`config.mk`:
```
export PLATFORM = sky130hd
export DESIGN_NAME = mmu_arbiter
export DESIGN_NICKNAME = d
export VERILOG_FILES = /design/src/rtl/mmu_arbiter.sv
export SDC_FILE = /design/constraint.sdc
export NUM_CORES = 1
export LEC_CHECK = 0
export CAP_MARGIN = 25
export CELL_PAD_IN_SITES_DETAIL_PLACEMENT = 1
export CELL_PAD_IN_SITES_GLOBAL_PLACEMENT = 2
export CORE_MARGIN = 5
export CORE_UTILIZATION = 39
export DETAILED_ROUTE_END_ITERATION = 10
export MAX_ROUTING_LAYER = met4
export PLACE_DENSITY = 0.91
export REMOVE_ABC_BUFFERS = 1
export SLEW_MARGIN = 20
export SYNTH_ARGS = -nofsm -noshare
export SYNTH_HDL_FRONTEND = slang
export SYNTH_SLANG_ARGS = --single-unit
```
`constraint.sdc`:
```
create_clock -name clk_i -period 4.59 [get_ports clk_i]
set_input_delay 1.377 -clock clk_i [delete_from_list [all_inputs] [get_ports clk_i]]
set_output_delay 1.377 -clock clk_i [all_outputs]
set_load 0.02 [all_outputs]
```
`src/rtl/mmu_arbiter.sv`:
```
// Shares the single-port MMU between buffered sampler writes and host reads.
// At most one MMU strobe per cycle; reads yield to writes when the FIFO is near full.
module mmu_arbiter #(
  parameter int WIDTH      = 32,
  parameter int WBUF_DEPTH = 4,
  parameter int RD_LAT     = 1
) (
  input  logic             clk_i,
  input  logic             rst_i,
  input  logic             smpl_valid_i,
  input  logic [WIDTH-1:0] smpl_i,
  input  logic             rd_req_i,
  output logic             rd_ack_o,
  output logic [WIDTH-1:0] rd_data_o,
  output logic             mem_wrt_o,
  output logic             mem_read_o,
  output logic [WIDTH-1:0] mem_o,
  input  logic [WIDTH-1:0] mem_i,
  output logic             busy_o,
  output logic [1:0]       dbg_state_o
);

  localparam int PW = $clog2(WBUF_DEPTH);
  localparam int CW = PW + 1;
  localparam int LW = 3;

  localparam logic [1:0] S_IDLE = 2'd0;
  localparam logic [1:0] S_WAIT = 2'd1;
  localparam logic [1:0] S_HOLD = 2'd2;

  logic [WIDTH-1:0] r_buf [WBUF_DEPTH];
  logic [PW-1:0]    r_wptr;
  logic [PW-1:0]    r_rptr;
  logic [CW-1:0]    r_count;
  logic [1:0]       r_state;
  logic [LW-1:0]    r_lat;

  logic w_push;
  logic w_rd_grant;
  logic w_wr_grant;

  // Read handshake is 4-phase: rd_req_i stays high until rd_ack_o pulses, then
  // drops; a new read is only granted once the FSM has seen the drop in HOLD.
  // A read is granted only while at least two FIFO slots remain free, so a
  // sample arriving every cycle can never overflow the buffer.
  assign w_push     = smpl_valid_i;
  assign w_rd_grant = (r_state == S_IDLE) && rd_req_i &&
                      (r_count < CW'(WBUF_DEPTH - 1));
  assign w_wr_grant = !w_rd_grant && (r_count != '0);

  assign busy_o      = (r_count != '0) || (r_state != S_IDLE);
  assign dbg_state_o = r_state;

  always_ff @(posedge clk_i) begin
    if (w_push) begin
      r_buf[r_wptr] <= smpl_i;
    end
  end

  always_ff @(posedge clk_i) begin
    if (rst_i) begin
      r_wptr    <= '0;
      r_rptr    <= '0;
      r_count   <= '0;
      mem_wrt_o <= 1'b0;
      mem_o     <= '0;
    end else begin
      mem_wrt_o <= w_wr_grant;
      if (w_wr_grant) begin
        mem_o  <= r_buf[r_rptr];
        r_rptr <= r_rptr + PW'(1);
      end
      if (w_push) begin
        r_wptr <= r_wptr + PW'(1);
      end
      case ({w_push, w_wr_grant})
        2'b10:   r_count <= r_count + CW'(1);
        2'b01:   r_count <= r_count - CW'(1);
        default: r_count <= r_count;
      endcase
    end
  end

  always_ff @(posedge clk_i) begin
    if (rst_i) begin
      r_state    <= S_IDLE;
      r_lat      <= '0;
      rd_ack_o   <= 1'b0;
      rd_data_o  <= '0;
      mem_read_o <= 1'b0;
    end else begin
      mem_read_o <= w_rd_grant;
      rd_ack_o   <= 1'b0;
      case (r_state)
        S_IDLE: begin
          if (w_rd_grant) begin
            r_lat   <= LW'(RD_LAT);
            r_state <= S_WAIT;
          end
        end
        S_WAIT: begin
          // Counter reaches zero RD_LAT edges after the strobe; mem_i is valid then.
          if (r_lat == '0) begin
            rd_data_o <= mem_i;
            rd_ack_o  <= 1'b1;
            r_state   <= S_HOLD;
          end else begin
            r_lat <= r_lat - LW'(1);
          end
        end
        S_HOLD: begin
          if (!rd_req_i) begin
            r_state <= S_IDLE;
          end
        end
        default: r_state <= S_IDLE;
      endcase
    end
  end

  a_no_overflow: assert property (@(posedge clk_i) disable iff (rst_i)
    !(w_push && !w_wr_grant && (r_count == CW'(WBUF_DEPTH))));

  a_one_strobe: assert property (@(posedge clk_i) disable iff (rst_i)
    !(mem_wrt_o && mem_read_o));

endmodule

```
==> impl_results.md, run 1 <==
* Final worst slack at 0.995 ns
* Core ar. at 19300 um^2
* Post-Synth Adder-Cell Area at 1.42%
* Num CTS Buffers at 22
* Kind of critical path: reg2out
* Placement-stage cell area at 9170 um^2
* Layout Area Growth over Synthesis at 29.9%
* Largest family of logic cells by synthesized area: multiplexers
* GRT Residual Overflow at 0
* Distinct cells, synth at 30
* F_max at 0.278 GHz
* Clock Tree Root: clkbuf_16
* Sequential element share of the synthesized area at 71.6%
* Routed Antenna Nets at 0
* Final Hold Vio Count at 0
* Cells after Synth at 528
* Crit path max-delay cell type: clkdlybuf4s50_1
* Critical path, cell by cell: or3_1, or3_1, clkdlybuf4s50_1
* Mean post-synth cell area at 14.3 um^2
* Post-CTS Hold Fix Bufs at 0
* Critical path arrival at 2.22 ns
* Largest net degree at the start of global routing at 62
* Synth Area in XOR/XNOR at 0.578%
* Synth Warn # at 0
* Leakage at 0.00325 uW
* WP buf/inv at 1
* Worst Path Required at 3.21 ns
* Vias in the first global route at 5059
* RSZ-0062 raised after global routing: no
* Crit path max-delay family: simple AND/OR/NAND/NOR gates
* Clock transition at path regs at 0.06 ns
* Max incr delay on CP at 0.55 ns
* Initial antenna violation count at 0
* Dpl hpwl at 11600 um
* Compound-Gate Fraction of Synth Area at 5.39%
* Fillers at 1954
* CTS tree: yes
* First-pass GRT wire length at 27800 um
* Buffers on Ports at 137
* DIE AREA at 22300 um^2
* Slew margin rel. at 39.3%
* H-tree Lvls at 1
* Hold Crit Class: reg2reg
* Max Clock Skew at 0.00963 ns
* DIE HEIGHT at 149 um
* Vias per inst at 4.92
* Setup crit end kind: output port
* Max Cap Viol at 0
* DRC Markers at 0
* Sink Count at 207
* Mapped Area at 7570 um^2
* Initial core utilization at 39.3%
* Total number of vias at 4658
* Final clock period utilization by the worst path at 78.3%
* Drt first pass iters at 4
* Power Total at 5540 uW
* Crit-path max FO at 5
* 1st-iter DRT viols at 246
* Placement row count at 51
* Outcome: finished clean
* IR drop worst, VDD at 296 uV
* Final Net Count at 741
* Post-CTS resize count at 0
* GRT Overall Usage at 16.3%
* Die Wd at 149 um
* Min Tclk post-route at 3.59 ns
* Antenna diode count at 0
* Worst path most repeated cell: or3_1
* I/O pin cnt at 138
* Slew Viols, Final at 0
* GPL Wtd Cong at 0.761
* Final setup viols at 0
* WL/cell at 18.7 um
* CP startpoint kind: flip-flop
* Util after Layout at 51.0%
* Synth Area in Simple Gates at 8.67%
* Setup bufs post-CTS at 0
* Post-synthesis mux area share at 9.65%
* #FFs+latches synth at 207
* Post-route cell area at 9840 um^2
* Fraction of layout cells with a size suffix above 1 at 12.0%
* Worst-skew pair later-pin latency at 0.50 ns
* Bufs on Longest Clock Path at 3
* Power Density at 563 nW/um^2
* Total wire length at 17700 um
* Worst slew pin tran at 0.911 ns
* Pre-CTS setup slack at 1.02 ns
* Final TNS setup at 0 ns
==> cell families (layout without fill, tap and decap cells) <==
family / after synthesis / after routing
DFF: 207 / 207
and+or+nand+nor: 163 / 163
AOI/OAI and AO/OA: 73 / 73
buffers and inverters: 39 / 192
muxes: 33 / 33
adders and majority gates: 8 / 8
xor gates and xnor gates: 5 / 5
==> final timing paths <==
check	cells after the start	to	startpoint	slack, ns
max	3	busy_o	dbg_state_o[0]	1.0
min	2	mem_o[0]	mem_o[0]	0.45
max reg2reg	9	r_count[2]	dbg_state_o[0]	2.40
min reg2reg	2	mem_o[0]	mem_o[0]	0.45
==> cells in the final DEF, fill, tap and decap left out, types with 2 or more instances in the layout <==
cell	instances
nor2b_1	2
and2_2	4
inv_1	8
mux4_2	32
or3_1	6
nor2_1	13
clkdlybuf4s50_1	136
a21oi_1	63
edfxtp_1	128
ha_1	7
xnor2_1	2
clkbuf_1	7
clkinv_2	4
a21oi_2	5
dfxtp_1	77
nand2_1	129
xor2_1	3
nand2b_1	2
clkbuf_16	22
clkinv_1	5
dfxtp_2	2
buf_4	6
nor3_1	4
==> cell usage after synthesis <==
master    instances  area share (%)
nand2b_1          2            0.17
clkbuf_1         17            0.84
mux2i_1           1            0.13
nand3_1           1           0.066
buf_4             5            0.50
fa_1              1            0.26
a21bo_2           1            0.13
buf_6             4            0.59
o21ai_0           1           0.066
dfxtp_1          79              21
and2_1            4            0.33
xor2_1            3            0.35
a21oi_2           5            0.58
a21oi_1          63             4.2
nor2_1           14            0.69
xnor2_1           2            0.23
mux4_2           32             9.5
edfxtp_1        128              51
nor2b_1           2            0.17
o21ai_4           1            0.21
a211oi_1          1           0.099
inv_1             8            0.40
nor3_1            4            0.26
nand2_1         129             6.4
o211a_1           1            0.13
inv_2             1           0.050
ha_1              7             1.2
or3_1             6            0.50
buf_2             4            0.26
nand3b_1          1           0.099
==> per-layer routing <==
layer / vias to the layer above / part of all wire, % / track usage, % / wire [um]
li1: 2165 / - / - / -
met1: 2283 / 43 / 20.6 / 7640
met5: - / 0 / - / 0
met3: 35 / 6.5 / 3.59 / 1160
met4: 0 / 2.5 / 4.16 / 439
met2: 175 / 48 / 26.9 / 8490
==> cell type report <==
type,instances,area (um^2),share of cell area (%)
Clock buffer,29,577,5.86
Clock inverter,11,85.1,0.865
Inverter,9,33.8,0.343
Multi-Input combinational cell,282,1960,19.9
Sequential cell,207,5430,55.2
Tap cell,265,332,3.37
Timing Repair Buffer,143,1420,14.5
==> sequential cells by signal, summed over array words and instances (netlist names) <==
name and count:
rd_data_o 32, r_lat 3, mem_o 32, rd_ack_o 1, r_rptr 2, r_wptr 2
mem_wrt_o 1, mem_read_o 1, r_buf 128, dbg_state_o 2, r_count 3
==> power by group <==
| part | internal (uW) | switching (uW) |
|---|---|---|
| registers | 2210 | 173 |
| logic | 690 | 843 |
| clock network | 942 | 683 |
==> worst register-to-register path, stage by stage, from the launching register on <==
cell,delay (ns)
dfxtp_1,0.33
or3_1,0.49
o21ai_4,0.19
inv_2,0.05
ha_1,0.21
inv_1,0.07
fa_1,0.19
xor2_1,0.09
or3_1,0.32
a21oi_1,0.18
==> metrics by stage <==
step / instances / hold WS, ns
6_report: 946 / 0.451
5_1_grt: 946 / 0.477
4_1_cts: 946 / 0.456
3_5_place_dp: 906 / 0.448
3_3_place_gp: 905 / 0.441
2_1_floorplan: 498 / 0.432
Power figures use the tool's default switching activity.
==> run 2: changes to the inputs <==
CORE_UTILIZATION = 36   (was 39)
PLACE_DENSITY = 0.85   (was 0.91)
clock period = 3.4 ns   (was 4.59 ns; I/O delays follow)
==> run 2 against run 1 <==
Non-clock buffer count is 2 higher. Sequential cell count unchanged. Critical path type unchanged. Global-route usage is 1.2 points lower. Hold slack better by 0.0018 ns. Total power up 39%. Die area up 7.8%. Sequential share of layout area is 0.71 points lower. Largest power group unchanged. First-iteration DRC count is 6.5% higher. Clock power increased by 47%. Cell count is 1.3% higher. Clock skew up 0.010 ns.
==> impl_results.md, run 2 (synthesis gave the netlist of run 1 again) <==
* Hold Crit Class: reg2reg
* Setup crit end kind: output port
* Num CTS Buffers at 22 (unchanged)
* Largest Register: r_buf
* Placement row count at 53 (+3.9%)
* Vias in the first global route at 5193 (+2.6%)
* Final Net Count at 743 (+0.27%)
* Max Cap Viol at 0 (unchanged)
* DIE AREA at 24000 um^2 (+7.8%)
* Most frequent cells in the layout: clkdlybuf4s50_1, nand2_1, edfxtp_1
* Die Wd at 155 um (+3.8%)
* Max Clock Skew at 0.0199 ns (+0.0102 ns)
* Clock transition at path regs at 0.06 ns (about the same)
* DRC Markers at 0 (unchanged)
* Worst slew pin tran at 0.956 ns (+0.0453 ns)
* Leading cell type in the layout, fill and taps excluded: clkdlybuf4s50_1
* Layout Area Growth over Synthesis at 31.6%
* Min Tclk post-route at 3.22 ns
* Initial core utilization at 36.3% (-3.0 points)
* CTS tree: yes
* Antenna diode count at 0 (unchanged)
* Final worst slack at 0.181 ns (-0.815 ns)
* First-pass GRT wire length at 28400 um (+2.3%)
* Post-CTS Hold Fix Bufs at 0 (unchanged)
* Sink Count at 207 (unchanged)
* Final Hold Vio Count at 0 (unchanged)
* Fraction of layout cells with a size suffix above 1 at 12.6% (+0.55 points)
* Worst Path Required at 2.38 ns (-0.83 ns)
* Worst-skew pair later-pin latency at 0.51 ns (about the same)
* Clock Tree Root: clkbuf_16
* Outcome: finished clean
* Final setup viols at 0 (unchanged)
* Final TNS setup at 0 ns (unchanged)
* Power Density at 771 nW/um^2 (+37%)
* Bufs on Longest Clock Path at 3 (unchanged)
* DIE HEIGHT at 155 um (+3.8%)
* Dpl hpwl at 11100 um (-3.9%)
* Slew Viols, Final at 0 (unchanged)
* GRT Overall Usage at 15.1% (-1.2 points)
* GRT Residual Overflow at 0 (unchanged)
* Final clock period utilization by the worst path at 94.7%
* Total number of vias at 4686 (+0.60%)
* Drt first pass iters at 4 (unchanged)
* Core ar. at 20900 um^2 (+8.4%)
* Slew margin rel. at 36.3% (-3.0 points)
* Hold WS at 0.453 ns (+0.00184 ns)
* Total wire length at 17700 um (-0.23%)
* Setup bufs post-CTS at 0 (unchanged)
* WL/cell at 18.5 um (-1.5%)
* Largest registers: r_buf x128, mem_o x32, rd_data_o x32
* Reg2Reg Setup Slack at 1.25 ns (-1.15 ns)
* CP startpoint kind: flip-flop
* 1st-iter DRT viols at 262 (+6.5%)
* Critical path arrival at 2.20 ns (-0.02 ns)
* Buffers on Ports at 137 (unchanged)
* I/O pin cnt at 138 (unchanged)
* RSZ-0062 raised after global routing: no
* Post-CTS resize count at 0 (unchanged)
* Largest net degree at the start of global routing at 80 (+29%)
* Kind of critical path: reg2out
* H-tree Lvls at 1 (unchanged)
* Leakage at 0.00330 uW (+1.5%)
* GPL Wtd Cong at 0.778 (+2.4%)
* Crit-path max FO at 5 (unchanged)
* Vias per inst at 4.89 (-0.66%)
* Initial antenna violation count at 0 (unchanged)
* IR drop worst, VDD at 357 uV (+20%)
* F_max at 0.311 GHz
* Routed Antenna Nets at 0 (unchanged)
* Pre-CTS setup slack at 0.210 ns (-0.810 ns)
* Max reg flops at 128 (unchanged)
[run 2: critical path, stage by stage, from the launching register on]
cell,delay [ns]
dfxtp_1,0.33
or3_1,0.48
or3_1,0.34
clkdlybuf4s50_1,0.56
[run 2: where the power goes]
group	switching, uW	internal, uW
clock	939	1440
combinational	1140	952
sequential	232	2980
[run 2: layout make-up]
class	count	area (um^2)
Inverter	9	33.8
Clock inverter	5	90.1
Timing Repair Buffer	145	1470
Sequential cell	207	5430
Clock buffer	35	634
Multi-Input combinational cell	282	1960
Tap cell	275	344
Fill cell	2090	10900
[run 2: path summary, 6_finish.rpt]
kind | from | end | depth (start not counted)
setup reg to reg | dbg_state_o[0] | r_count[2] | 9
setup / recovery | dbg_state_o[0] | busy_o | 3
hold reg to reg | mem_o[31] | mem_o[31] | 2
hold / removal | mem_o[31] | mem_o[31] | 2
[run 2: through the flow]
| step | util [%] | total power (uW) | std cells | cell area [um^2] |
|---|---|---|---|---|
| 2_1_floorplan | - | 4400 | 498 | 7410 |
| 5_1_grt | 47.7 | 8130 | 958 | 9960 |
| 4_1_cts | 47.7 | 7820 | 958 | 9960 |
| 3_5_place_dp | 44.2 | 5410 | 918 | 9240 |
| 6_report | 47.7 | 7690 | 958 | 9960 |
| 3_3_place_gp | 44.1 | 5310 | 917 | 9220 |
[run 2: per-layer routing]
metal | up-vias | track usage [%] | share of wire [%]
met2 | 173 | 24.8 | 47
li1 | 2168 | - | -
met4 | 0 | 3.78 | 2.4
met3 | 31 | 3.28 | 7.1
met5 | - | - | 0
met1 | 2314 | 19.2 | 43
==> run 3: changes to the inputs <==
CORE_MARGIN = 2   (was 5)
==> run 3 against run 2 <==
First-iteration DRC count down 37%. Clock skew rose by 0.0039 ns. Clock power barely moved. Worst setup slack lost 0.018 ns. Register-to-register slack improved by 0.03 ns. Utilization is 0.12 points higher. Maximum frequency shrank 0.57%. Critical path depth unchanged. Via count is 0.51% lower. Sequential share of layout area about the same. Sequential power down 1%. Highest routed layer unchanged.
==> impl_results.md, run 3 (synthesis gave the netlist of run 1 again) <==
* Post-CTS resize count at 0 (unchanged)
* DIE HEIGHT at 149 um (-3.9%)
* Reg2Reg Setup Slack at 1.28 ns (+0.03 ns)
* DRC Markers at 0 (unchanged)
* Post-CTS Hold Fix Bufs at 0 (unchanged)
* Critical Path Sink: busy_o
* Drt first pass iters at 4 (unchanged)
* F_max at 0.309 GHz (-0.57%)
* 1st-iter DRT viols at 166 (-37%)
* Met2 Use GR at 27.6% (+2.8 points)
* Layout Area Growth over Synthesis at 31.5% (about the same)
* GRT Overall Usage at 16.2% (+1.1 points)
* Final setup viols at 0 (unchanged)
* Proportion of power drawn by combinational gates at 27.6% (+0.3 points)
* Final Hold Vio Count at 0 (unchanged)
* Most frequent cells in the layout: clkdlybuf4s50_1, nand2_1, edfxtp_1
* Bufs on Longest Clock Path at 3 (unchanged)
* GRT Residual Overflow at 0 (unchanged)
* Reg2reg start: dbg_state_o[0]
* GPL Wtd Cong at 0.777 (-0.13%)
* Hold Crit Class: reg2reg
* Clock network power share at 31.1% (about the same)
* Kind of critical path: reg2out
* M1 GR Usage at 19.9% (+0.70 points)
* Critical path arrival at 2.22 ns (+0.02 ns)
* Vias per inst at 4.85 (-0.93%)
* Routed Antenna Nets at 0 (unchanged)
* Largest net degree at the start of global routing at 80 (unchanged)
* Die Wd at 149 um (-3.9%)
* I/O pin cnt at 138 (unchanged)
* Worst Path Required at 2.38 ns (about the same)
* Largest Register: r_buf
* Crit. Startpoint: dbg_state_o[0]
* First-pass GRT wire length at 27300 um (-3.9%)
* Core ar. at 20800 um^2 (-0.32%)
* Leading cell type in the layout, fill and taps excluded: clkdlybuf4s50_1
* Slew margin rel. at 38.3% (+2.1 points)
* Min Tclk post-route at 3.24 ns (+0.0183 ns)
* Sink Count at 207 (unchanged)
* Total net switching power at 2340 uW (+1.2%)
* Total number of vias at 4662 (-0.51%)
* Clock transition at path regs at 0.06 ns (about the same)
* GR Util met3 at 3.73% (+0.45 points)
* Power Density at 771 nW/um^2 (-0.11%)
* Largest registers: r_buf x128, mem_o x32, rd_data_o x32
* Sequential share of power at 41.3% (-0.5 points)
* Placement row count at 53 (unchanged)
* Dpl hpwl at 11000 um (-1.7%)
* Setup crit end kind: output port
* Buffers on Ports at 137 (unchanged)
* Num CTS Buffers at 23 (+4.5%)
* Placement-stage cell area at 9220 um^2 (-0.20%)
* Most crowded layer after global routing: met2
* Worst-skew pair later-pin latency at 0.52 ns (about the same)
* Slew Viols, Final at 0 (unchanged)
* Crit-path max FO at 5 (unchanged)
* Vias in the first global route at 5035 (-3.0%)
* Worst slew pin tran at 0.925 ns (-0.0308 ns)
* Clock Tree Root: clkbuf_16
* RSZ-0062 raised after global routing: no
* Max reg flops at 128 (unchanged)
* WL/cell at 18.3 um (-0.92%)
* CTS tree: yes
* Initial antenna violation count at 1 (+1)
* Max Cap Viol at 0 (unchanged)
* Sw frac at 30.5% (+0.42 points)
* Leakage at 0.00332 uW (+0.46%)
* Outcome: finished clean
* Total wire length at 17600 um (-0.51%)
* CP startpoint kind: flip-flop
* Max Clock Skew at 0.0237 ns (+0.00387 ns)
* Post-route cell area at 9960 um^2 (about the same)
* Final Net Count at 745 (+0.27%)
* Setup bufs post-CTS at 0 (unchanged)
* H-tree Lvls at 1 (unchanged)
* Initial core utilization at 36.4% (+0.12 points)
* IR drop worst, VDD at 432 uV (+21%)
* Final clock period utilization by the worst path at 95.2% (+0.54 points)
* Reg2reg end: r_count[2]
* Fraction of layout cells with a size suffix above 1 at 13.3% (+0.67 points)
* Final TNS setup at 0 ns (unchanged)
* P_int at 5330 uW (-0.79%)
* DIE AREA at 22200 um^2 (-7.6%)
* Reg2Reg Depth at 9 (unchanged)
[run 3: changes by cell type in the layout (fill, tap and decap cells not counted), sizes merged]
cell,previous run,this run
bufinv,2,1
clkbuf,35,32
inv,10,11
buf,9,10
diode,0,1
clkinv,2,7
[run 3: metal layers]
layer	wire length, um	part of all wire (%)
met1	7520	43
met2	8580	49
met3	1200	6.8
met4	303	1.7
met5	0	0
[run 3: critical path, cell delays in order (launching register included)]
cell and delay (ns):
dfxtp_1 0.33, or3_1 0.47, or3_1 0.34, clkdlybuf4s50_1 0.56
[run 3: worst min-delay path by stage]
stage | startpoint | end | slack [ns] | cells after the start
floorplan | r_lat[0] | r_lat[0] | 0.43 | 1
global placement | rd_data_o[31] | rd_data_o[31] | 0.44 | 2
detailed placement | mem_o[4] | mem_o[4] | 0.44 | 2
CTS | mem_o[4] | mem_o[4] | 0.45 | 2
global route | mem_o[1] | mem_o[1] | 0.47 | 2
finish | mem_o[4] | mem_o[4] | 0.45 | 2
[run 3: final cells by class]
| class | count | area (um^2) |
|---|---|---|
| fillers | 2102 | 10900 |
| multi-input cells | 282 | 1950 |
| flip-flops and latches | 207 | 5430 |
| repair buffers | 146 | 1460 |
| clock inverters | 10 | 93.8 |
| clock buffers | 32 | 639 |
| well taps | 275 | 344 |
| inverters | 9 | 33.8 |
| diodes | 1 | 2.50 |
[run 3: through the flow]
step | hold WS [ns] | total power, uW | utilization [%] | worst slack (ns) | cells
floorplan | 0.432 | 4400 | - | 0.239 | 498
CTS | 0.453 | 7820 | 47.8 | 0.126 | 961
detailed placement | 0.444 | 5380 | 44.3 | 0.174 | 919
global route | 0.471 | 8090 | 47.8 | 0.0770 | 962
finish | 0.449 | 7670 | 47.8 | 0.162 | 962
global placement | 0.442 | 5290 | 44.1 | 0.308 | 917
[run 3: power by group through the flow]
stage               logic (uW)  clock network, uW  registers [uW]
detailed placement        2160                  0            3220
CTS                       2170               2470            3170
finish                    2120               2390            3170
global placement          2080                  0            3210
global route              2320               2560            3210
floorplan                  910                  0            3490
